===== src/rtl/vga_timing_pkg.sv =====
// Shared VGA timing constants (640x480@60) and the timing-region decode helper.
package vga_timing_pkg;

    localparam int H_ACTIVE_640 = 640;
    localparam int H_FP_640     = 16;
    localparam int H_SYNC_640   = 96;
    localparam int H_BP_640     = 48;
    localparam int V_ACTIVE_480 = 480;
    localparam int V_FP_480     = 10;
    localparam int V_SYNC_480   = 2;
    localparam int V_BP_480     = 33;
    localparam int CNT_W_DEF    = 10;

    typedef enum logic [1:0] {
        RGN_ACTIVE,
        RGN_FP,
        RGN_SYNC,
        RGN_BP
    } region_e;

    // Regions are laid out in order ACTIVE, FP, SYNC, BP from count 0.
    function automatic region_e region_of(input int cnt, input int act,
                                          input int fp, input int sync);
        if (cnt < act)                 return RGN_ACTIVE;
        else if (cnt < act + fp)       return RGN_FP;
        else if (cnt < act + fp + sync) return RGN_SYNC;
        else                           return RGN_BP;
    endfunction

endpackage


===== src/rtl/vga_timing_gen_wrap_counter.sv =====
// Modulo-(MAX_VAL+1) counter; wrap pulses on the enabled cycle it returns to 0.
module wrap_counter #(
    parameter int WIDTH   = 10,
    parameter int MAX_VAL = 799
) (
    input  logic             clk,
    input  logic             rst,
    input  logic             en,
    output logic [WIDTH-1:0] count,
    output logic             wrap
);

    logic [WIDTH-1:0] r_count;

    assign wrap  = en && (r_count == WIDTH'(MAX_VAL));
    assign count = r_count;

    always_ff @(posedge clk or negedge rst) begin
        if (!rst)
            r_count <= '0;
        else if (wrap)
            r_count <= '0;
        else if (en)
            r_count <= r_count + 1'b1;
    end

endmodule


===== src/rtl/vga_timing_gen.sv =====
// VGA sync/coordinate generator. Define VGA_TIMING_OUTREG_EN to register all
// outputs (one clk latency); otherwise outputs decode the counters directly.
module vga_timing_gen
    import vga_timing_pkg::*;
#(
    parameter int H_ACTIVE = H_ACTIVE_640,
    parameter int H_FP     = H_FP_640,
    parameter int H_SYNC   = H_SYNC_640,
    parameter int H_BP     = H_BP_640,
    parameter int V_ACTIVE = V_ACTIVE_480,
    parameter int V_FP     = V_FP_480,
    parameter int V_SYNC   = V_SYNC_480,
    parameter int V_BP     = V_BP_480,
    parameter bit HS_POL   = 1'b0,
    parameter bit VS_POL   = 1'b0,
    parameter int CNT_W    = CNT_W_DEF
) (
    input  logic             clk,
    input  logic             rst,
    input  logic             en,
    output logic             hsync,
    output logic             vsync,
    output logic             active,
    output logic [CNT_W-1:0] x,
    output logic [CNT_W-1:0] y,
    output logic             line_start,
    output logic             frame_start
);

    localparam int H_TOTAL = H_ACTIVE + H_FP + H_SYNC + H_BP;
    localparam int V_TOTAL = V_ACTIVE + V_FP + V_SYNC + V_BP;

    if (H_FP < 1 || H_SYNC < 1 || H_BP < 1 || V_FP < 1 || V_SYNC < 1 || V_BP < 1) begin : g_bad_porch
        $error("vga_timing_gen: porch and sync widths must be nonzero");
    end
    if ((H_TOTAL - 1) >= (1 << CNT_W) || (V_TOTAL - 1) >= (1 << CNT_W)) begin : g_bad_width
        $error("vga_timing_gen: CNT_W too narrow for H_TOTAL/V_TOTAL");
    end

    logic [CNT_W-1:0] w_h_cnt;
    logic [CNT_W-1:0] w_v_cnt;
    logic             w_h_wrap;
    logic             w_v_wrap_unused;

    wrap_counter #(.WIDTH(CNT_W), .MAX_VAL(H_TOTAL - 1)) u_h_cnt (
        .clk   (clk),
        .rst   (rst),
        .en    (en),
        .count (w_h_cnt),
        .wrap  (w_h_wrap)
    );

    wrap_counter #(.WIDTH(CNT_W), .MAX_VAL(V_TOTAL - 1)) u_v_cnt (
        .clk   (clk),
        .rst   (rst),
        .en    (w_h_wrap),
        .count (w_v_cnt),
        .wrap  (w_v_wrap_unused)
    );

    region_e          w_h_rgn;
    region_e          w_v_rgn;
    logic             w_hs;
    logic             w_vs;
    logic             w_act;
    logic [CNT_W-1:0] w_x;
    logic [CNT_W-1:0] w_y;
    logic             w_ls;
    logic             w_fs;

    assign w_h_rgn = region_of(int'(w_h_cnt), H_ACTIVE, H_FP, H_SYNC);
    assign w_v_rgn = region_of(int'(w_v_cnt), V_ACTIVE, V_FP, V_SYNC);

    // rst gates the decode so the zeroed counters don't look like pixel (0,0)
    // while reset is held.
    assign w_act = rst && (w_h_rgn == RGN_ACTIVE) && (w_v_rgn == RGN_ACTIVE);
    assign w_hs  = (rst && (w_h_rgn == RGN_SYNC)) ? HS_POL : ~HS_POL;
    assign w_vs  = (rst && (w_v_rgn == RGN_SYNC)) ? VS_POL : ~VS_POL;
    assign w_x   = w_act ? w_h_cnt : '0;
    assign w_y   = w_act ? w_v_cnt : '0;
    assign w_ls  = rst && en && (w_h_cnt == '0);
    assign w_fs  = w_ls && (w_v_cnt == '0);

`ifdef VGA_TIMING_OUTREG_EN
    logic             r_hs;
    logic             r_vs;
    logic             r_act;
    logic [CNT_W-1:0] r_x;
    logic [CNT_W-1:0] r_y;
    logic             r_ls;
    logic             r_fs;

    always_ff @(posedge clk or negedge rst) begin
        if (!rst) begin
            r_hs  <= ~HS_POL;
            r_vs  <= ~VS_POL;
            r_act <= 1'b0;
            r_x   <= '0;
            r_y   <= '0;
            r_ls  <= 1'b0;
            r_fs  <= 1'b0;
        end else begin
            r_hs  <= w_hs;
            r_vs  <= w_vs;
            r_act <= w_act;
            r_x   <= w_x;
            r_y   <= w_y;
            r_ls  <= w_ls;
            r_fs  <= w_fs;
        end
    end

    assign hsync       = r_hs;
    assign vsync       = r_vs;
    assign active      = r_act;
    assign x           = r_x;
    assign y           = r_y;
    assign line_start  = r_ls;
    assign frame_start = r_fs;
`else
    assign hsync       = w_hs;
    assign vsync       = w_vs;
    assign active      = w_act;
    assign x           = w_x;
    assign y           = w_y;
    assign line_start  = w_ls;
    assign frame_start = w_fs;
`endif

endmodule


===== config.mk =====
export PLATFORM = sky130hd
export DESIGN_NAME = vga_timing_gen
export DESIGN_NICKNAME = d
export VERILOG_FILES = /design/src/rtl/vga_timing_pkg.sv /design/src/rtl/vga_timing_gen_wrap_counter.sv /design/src/rtl/vga_timing_gen.sv
export SDC_FILE = /design/constraint.sdc
export NUM_CORES = 1
export LEC_CHECK = 0
export BUFFER_PORTS_ARGS = -buffer_cell sky130_fd_sc_hd__buf_2
export CORE_ASPECT_RATIO = 1.2
export CORE_MARGIN = 2
export CORE_UTILIZATION = 53
export DETAILED_ROUTE_END_ITERATION = 6
export GPL_ROUTABILITY_DRIVEN = 0
export PLACE_DENSITY = 0.76
export SYNTH_ARGS = -nofsm -noshare
export SYNTH_HDL_FRONTEND = slang
export SYNTH_SLANG_ARGS = --single-unit
export TNS_END_PERCENT = 100

===== constraint.sdc =====
create_clock -name clk -period 2.2 [get_ports clk]
set_input_delay 0.11 -clock clk [delete_from_list [all_inputs] [get_ports clk]]
set_output_delay 0.11 -clock clk [all_outputs]
set_load 0.1 [all_outputs]

; ---- Word level (Yosys, flattened, before mapping)
; Cells that the tools add are included.
[classes]
addsub = 2
magnitude_cmp = 6
eq_ne = 4
muxes = 14
n_reduce_logical = 15
[ops]
columns = cell, n
row1 = $mux 10, 6
row2 = $lt 10x10->1 const B, 3
row3 = $lt 10x9->1 const B, 3
row4 = $add 10x1->10 const B, 2
row5 = $eq 10x10->1 const B, 2
row6 = $logic_not 10->1, 2
row7 = $logic_and 1x1->1, 9
row8 = $mux 2, 4
row9 = $eq 2x2->1 const B, 2
row10 = $logic_not 2->1, 2
row11 = $mux 1, 4
row12 = $reduce_bool 2->1, 2
[word_totals]
ff_bits = 20
input_bits = 3
output_inout_bits = 25
elab_cells = 43

; ---- Logic depth before layout (Yosys ltp)
[logic_depth]
depth_word = 8
mapped_depth = 6
mapped_depth_nobuf = 5

; ---- Hierarchy
; A second synthesis with hierarchy kept.
[hier_totals]
hier_cells = 143
area_unflattened_um2 = 1278.7
[modules_own_cells]
columns = module, n_inst, cells_per_inst, area_each_um2, seq_area_each_um2
row1 = wrap_counter (u_v_cnt), 1, 53, 499.2, 250.2
row2 = wrap_counter (u_h_cnt), 1, 49, 496.7, 250.2
row3 = vga_timing_gen, 1, 41, 282.8, 0.0

; ---- Worst setup path before layout
; OpenSTA, ideal clock, no wires.
[synth_timing]
path_type = register to output
startpoint = reg u_h_cnt.r_count[3], in the netlist u_h_cnt.count[3]
endpoint = out frame_start
arrival_ps = 3741
required_time_ps = 2090
path_slack_ps = -1651
path_stages_with_launch = 4
n_path_buf = 0
cell_sequence = dfrtp_1 > nor4_1 > nand3_1 > nor4_1
[synth_via]
elab_chain_cells = 3
[synth_lines]
columns = item, line_no
row1 = "start, declared", vga_timing_gen_wrap_counter.sv:13  ; logic [WIDTH-1:0] r_count;
row2 = "start signal, assigned", vga_timing_gen_wrap_counter.sv:24  ; r_count <= r_count + 1'b1;
row3 = $logic_not 10->1, vga_timing_gen.sv:81  ; assign w_ls = rst && en && (w_h_cnt == '0);
row4 = $logic_and 1x1->1, vga_timing_gen.sv:81
row5 = $logic_and 1x1->1, vga_timing_gen.sv:82  ; assign w_fs = w_ls && (w_v_cnt == '0);
row6 = "end, declared", vga_timing_gen.sv:27  ; output logic frame_start
; Every way passes these cells.

; ---- Final worst setup path
[layout_timing]
startpoint = reg u_v_cnt.r_count[5], in the netlist u_v_cnt.count[5]
endpoint = out x[2]
[layout_via]
elab_chain_cells = 7
elab_cells_between_ends = 9
classes_between = order compare (3) / mux (4) / reduce/logical (2)
[layout_lines]
columns = item, line_no
row1 = "start, declared", vga_timing_gen_wrap_counter.sv:13
row2 = "start signal, assigned", vga_timing_gen_wrap_counter.sv:24
row3 = $lt 10x9->1, vga_timing_pkg.sv:26  ; else if (cnt < act + fp + sync) return RGN_SYNC;
row4 = $mux 1, vga_timing_pkg.sv:26
row5 = $mux 2, vga_timing_pkg.sv:25  ; else if (cnt < act + fp) return RGN_FP;
row6 = $mux 2 *, vga_timing_pkg.sv:24  ; if (cnt < act) return RGN_ACTIVE;
row7 = $logic_not 2->1 *, vga_timing_gen.sv:76  ; assign w_act = rst && (w_h_rgn == RGN_ACTIVE) && (w_v_rgn == RGN_ACTIVE);
row8 = $logic_and 1x1->1 *, vga_timing_gen.sv:76
row9 = $mux 10 *, vga_timing_gen.sv:79  ; assign w_x = w_act ? w_h_cnt : '0;
row10 = "end, declared", vga_timing_gen.sv:24  ; output logic [CNT_W-1:0] x,
; Mark *: on every way between the ends. The rest lies on a longest branch, timed or not.

==> results.cfg <==
[sta]
min_period_over_period = 0.950
fin_ws_ns = 0.111
fin_skew_ns = 0.0109
grt_setup_unrepaired = false
fmax_ghz = 0.479
hold_violations = 0
final_max_slew_viol_count = 0
setup_violations = 0
timing.hold.ws_ns = 0.104
min_period_ns = 2.09
tns_ns = 0

[setup_path]
reg2reg_from = u_h_cnt.count[1]$_DFFE_PN0P_
crit_path_end_kind = output pin
required_ns = 2.09
cp-start-kind = register
crit_fanout = 11
slowest_stage = dfrtp_1
r2r.worst_path.cells = 5
r2r_slack_ns = 0.18
cp.arrival_ns = 1.98
slowest_delay_ns = 0.46
crit_type = register to output pin
crit_chain = and3_1 > nand2_1 > and4_2 > and2_1 > buf_2
r2r-end = u_v_cnt.count[4]$_DFFE_PN0P_

[place]
dpl_worst_slack_ns = 0.203
dpl.hpwl_um = 2320
portBuffers = 26

[synthesis]
synth_edf_count = 0
async_reset_ff_frac = 1.00
synth_nets = 150
synth.distinct_cells = 37
synth_area_um2 = 1290
synth-seq-area-share = 0.389
synth_top_cell_by_area = dfrtp_1
ys.flop_type = dfrtp_1
synth.most_common_cell = dfrtp_1
synthAdderAreaFrac = 0.0389
synthTopCellsByCount = dfrtp_1, and2_1, nand3_1, nand2_1, o21ai_0
synth_area_leaders = dfrtp_1, and2_1, nand3_1
synth_top_area_frac = 0.389
synth_warnings = 0
synthMuxAreaShare = 0.00778
synth_top_family_by_area = simple AND/OR/NAND/NOR gates
synthSimpleGateAreaFrac = 0.375
synth_compound_area_frac = 0.0632
syn_area_per_cell_um2 = 8.99
synth_seq_cells = 20
syn_inst = 143
synthXorXnorAreaFrac = 0.0681

[run]
maxCapViolCount = 0

[clock_network]
cts.sinks = 20
clock-root-buffer = clkbuf_4
insertion_delay_ns = 0.31
clkSlewWorstSetupHoldPaths_ns = 0.11
cts_inserted_buffers = 3
clock_path_buffers = 2
cts_max_level = 1
cts_tree = built

[hold_path]
holdPathEnd = u_h_cnt.count[0]$_DFFE_PN0P_
worstHoldStart = en
hold_path_class = input pin to register
hold_depth = 2

[grt]
grt_pass1_vias = 1132
grt_util_all_layers = 0.235
grt_pass1_wl_um = 5130
grt_overflow = 0
grt_max_degree = 14
antenna_found_initial = 0

[floorplan]
die_y_um = 58.0
dieWidth_um = 49.0
core_um2 = 2310
placementRows = 19
die_area_um2 = 2840
io_pins = 28
start_util = 0.558

[cells_and_area]
diodes = 0
synthToLayoutAreaGrowth_pct = 30.3
drive_above_1_share = 0.302
fin_nets = 177
fillers = 171

[power]
power.leakage_nw = 0.778
ir_drop_mv = 0.505
p_per_area_nw_per_um2 = 574

[route]
vias = 1165
viasPerCell = 5.83
drtIter0Drc = 38
postRouteWirelength_um = 3080
remaining_drc_errors = 0
ant_nets = 0
firstDrtPassIters = 4
routedWlPerCell_um = 15.4

[run_status]
status = complete, no violations
where the power goes:
group / total [mW] / switching, mW / internal (mW) / leakage (nW)
Combinational: 0.146 / 0.0803 / 0.0662 / 0.502
Clock: 0.304 / 0.120 / 0.184 / 0.0279
Sequential: 0.511 / 0.0986 / 0.412 / 0.248
metal layers:
| layer | routed length [um] | vias to the layer above | part of all wire | track usage |
|---|---|---|---|---|
| met5 | 0 | - | 0 | 0 |
| met4 | 104 | 0 | 0.034 | 0.135 |
| met3 | 113 | 10 | 0.037 | 0.0309 |
| met2 | 1640 | 38 | 0.53 | 0.429 |
| met1 | 1230 | 565 | 0.40 | 0.264 |
| li1 | - | 552 | - | - |
worst max path at each step:
| stage | startpoint | endpoint | slack [ns] | cells past startpoint |
|---|---|---|---|---|
| 6_report | u_v_cnt.count[5]$_DFFE_PN0P_ | x[2] | 0.11 | 5 |
| 5_1_grt | u_v_cnt.count[5]$_DFFE_PN0P_ | x[0] | 0.02 | 5 |
| 4_1_cts | u_v_cnt.count[6]$_DFFE_PN0P_ | y[2] | 0.007 | 6 |
| 3_5_place_dp | u_h_cnt.count[1]$_DFFE_PN0P_ | u_v_cnt.count[4]$_DFFE_PN0P_ | 0.20 | 5 |
| 3_3_place_gp | u_h_cnt.count[0]$_DFFE_PN0P_ | u_v_cnt.count[4]$_DFFE_PN0P_ | 0.27 | 5 |
| 2_1_floorplan | u_h_cnt.count[3]$_DFFE_PN0P_ | frame_start | -0.51 | 3 |
registers in the layout, indices dropped and copies added (netlist names):
register	count
u_h_cnt.count	10
u_v_cnt.count	10
worst max-delay path, delay by kind of cell, from the launching register on:
| kind | cells | cell delay (ns) |
|---|---|---|
| buf+inv | 1 | 0.42 |
| simple gates | 4 | 0.79 |
| flops | 1 | 0.46 |
cells by family after synthesis:
family                   Yosys count
AND/OR/NAND/NOR                   78
flip-flops                        20
buffers and inverters             15
AO/OA/AOI/OAI                     14
XOR/XNOR                          10
adder cells (fa/ha/maj)            4
other                              1
multiplexers                       1
layout make-up:
class                   count  area [um2]  share of cell area
multi-input cells         108         738               0.441
well taps                  31        38.8              0.0232
inverters                   5        18.8              0.0112
clock buffers               3        22.5              0.0134
repair buffers             32         327               0.195
clock inverters             1        30.0              0.0179
flip-flops and latches     20         500               0.299
what timing repair did:
action                                  in CTS  in global routing
resized for setup                            2                  4
hold endpoints to repair                    20                  0
setup buffers                                0                  0
cloned                                       0                  0
hold buffers                                 1                  0
pin swaps                                    0                  0
endpoints found under the setup margin       2                 19
placed cells by master, fill, tap and decap left out, types with 6 or more instances in the layout:
master   synthesis  final
nand2_1          8      8
nor2_1           6      6
buf_2            3     13
buf_4            1      6
buf_12           0      9
and2_1          18      9
o21ai_0          8      8
dfrtp_1         20     20
nand3_1         11     11
nand4_1          6      6
xnor2_1          6      6
and2_2           1     10
through the flow:
step | std cells | power, mW | utilization | instance area [um2]
6_report | 200 | 0.961 | 0.727 | 1680
3_5_place_dp | 195 | 0.663 | 0.693 | 1600
3_3_place_gp | 195 | 0.650 | 0.693 | 1600
2_1_floorplan | 143 | 0.618 | - | 1310
4_1_cts | 200 | 0.963 | 0.722 | 1670
5_1_grt | 200 | 1.00 | 0.727 | 1680
(Power assumes the default switching activity.)
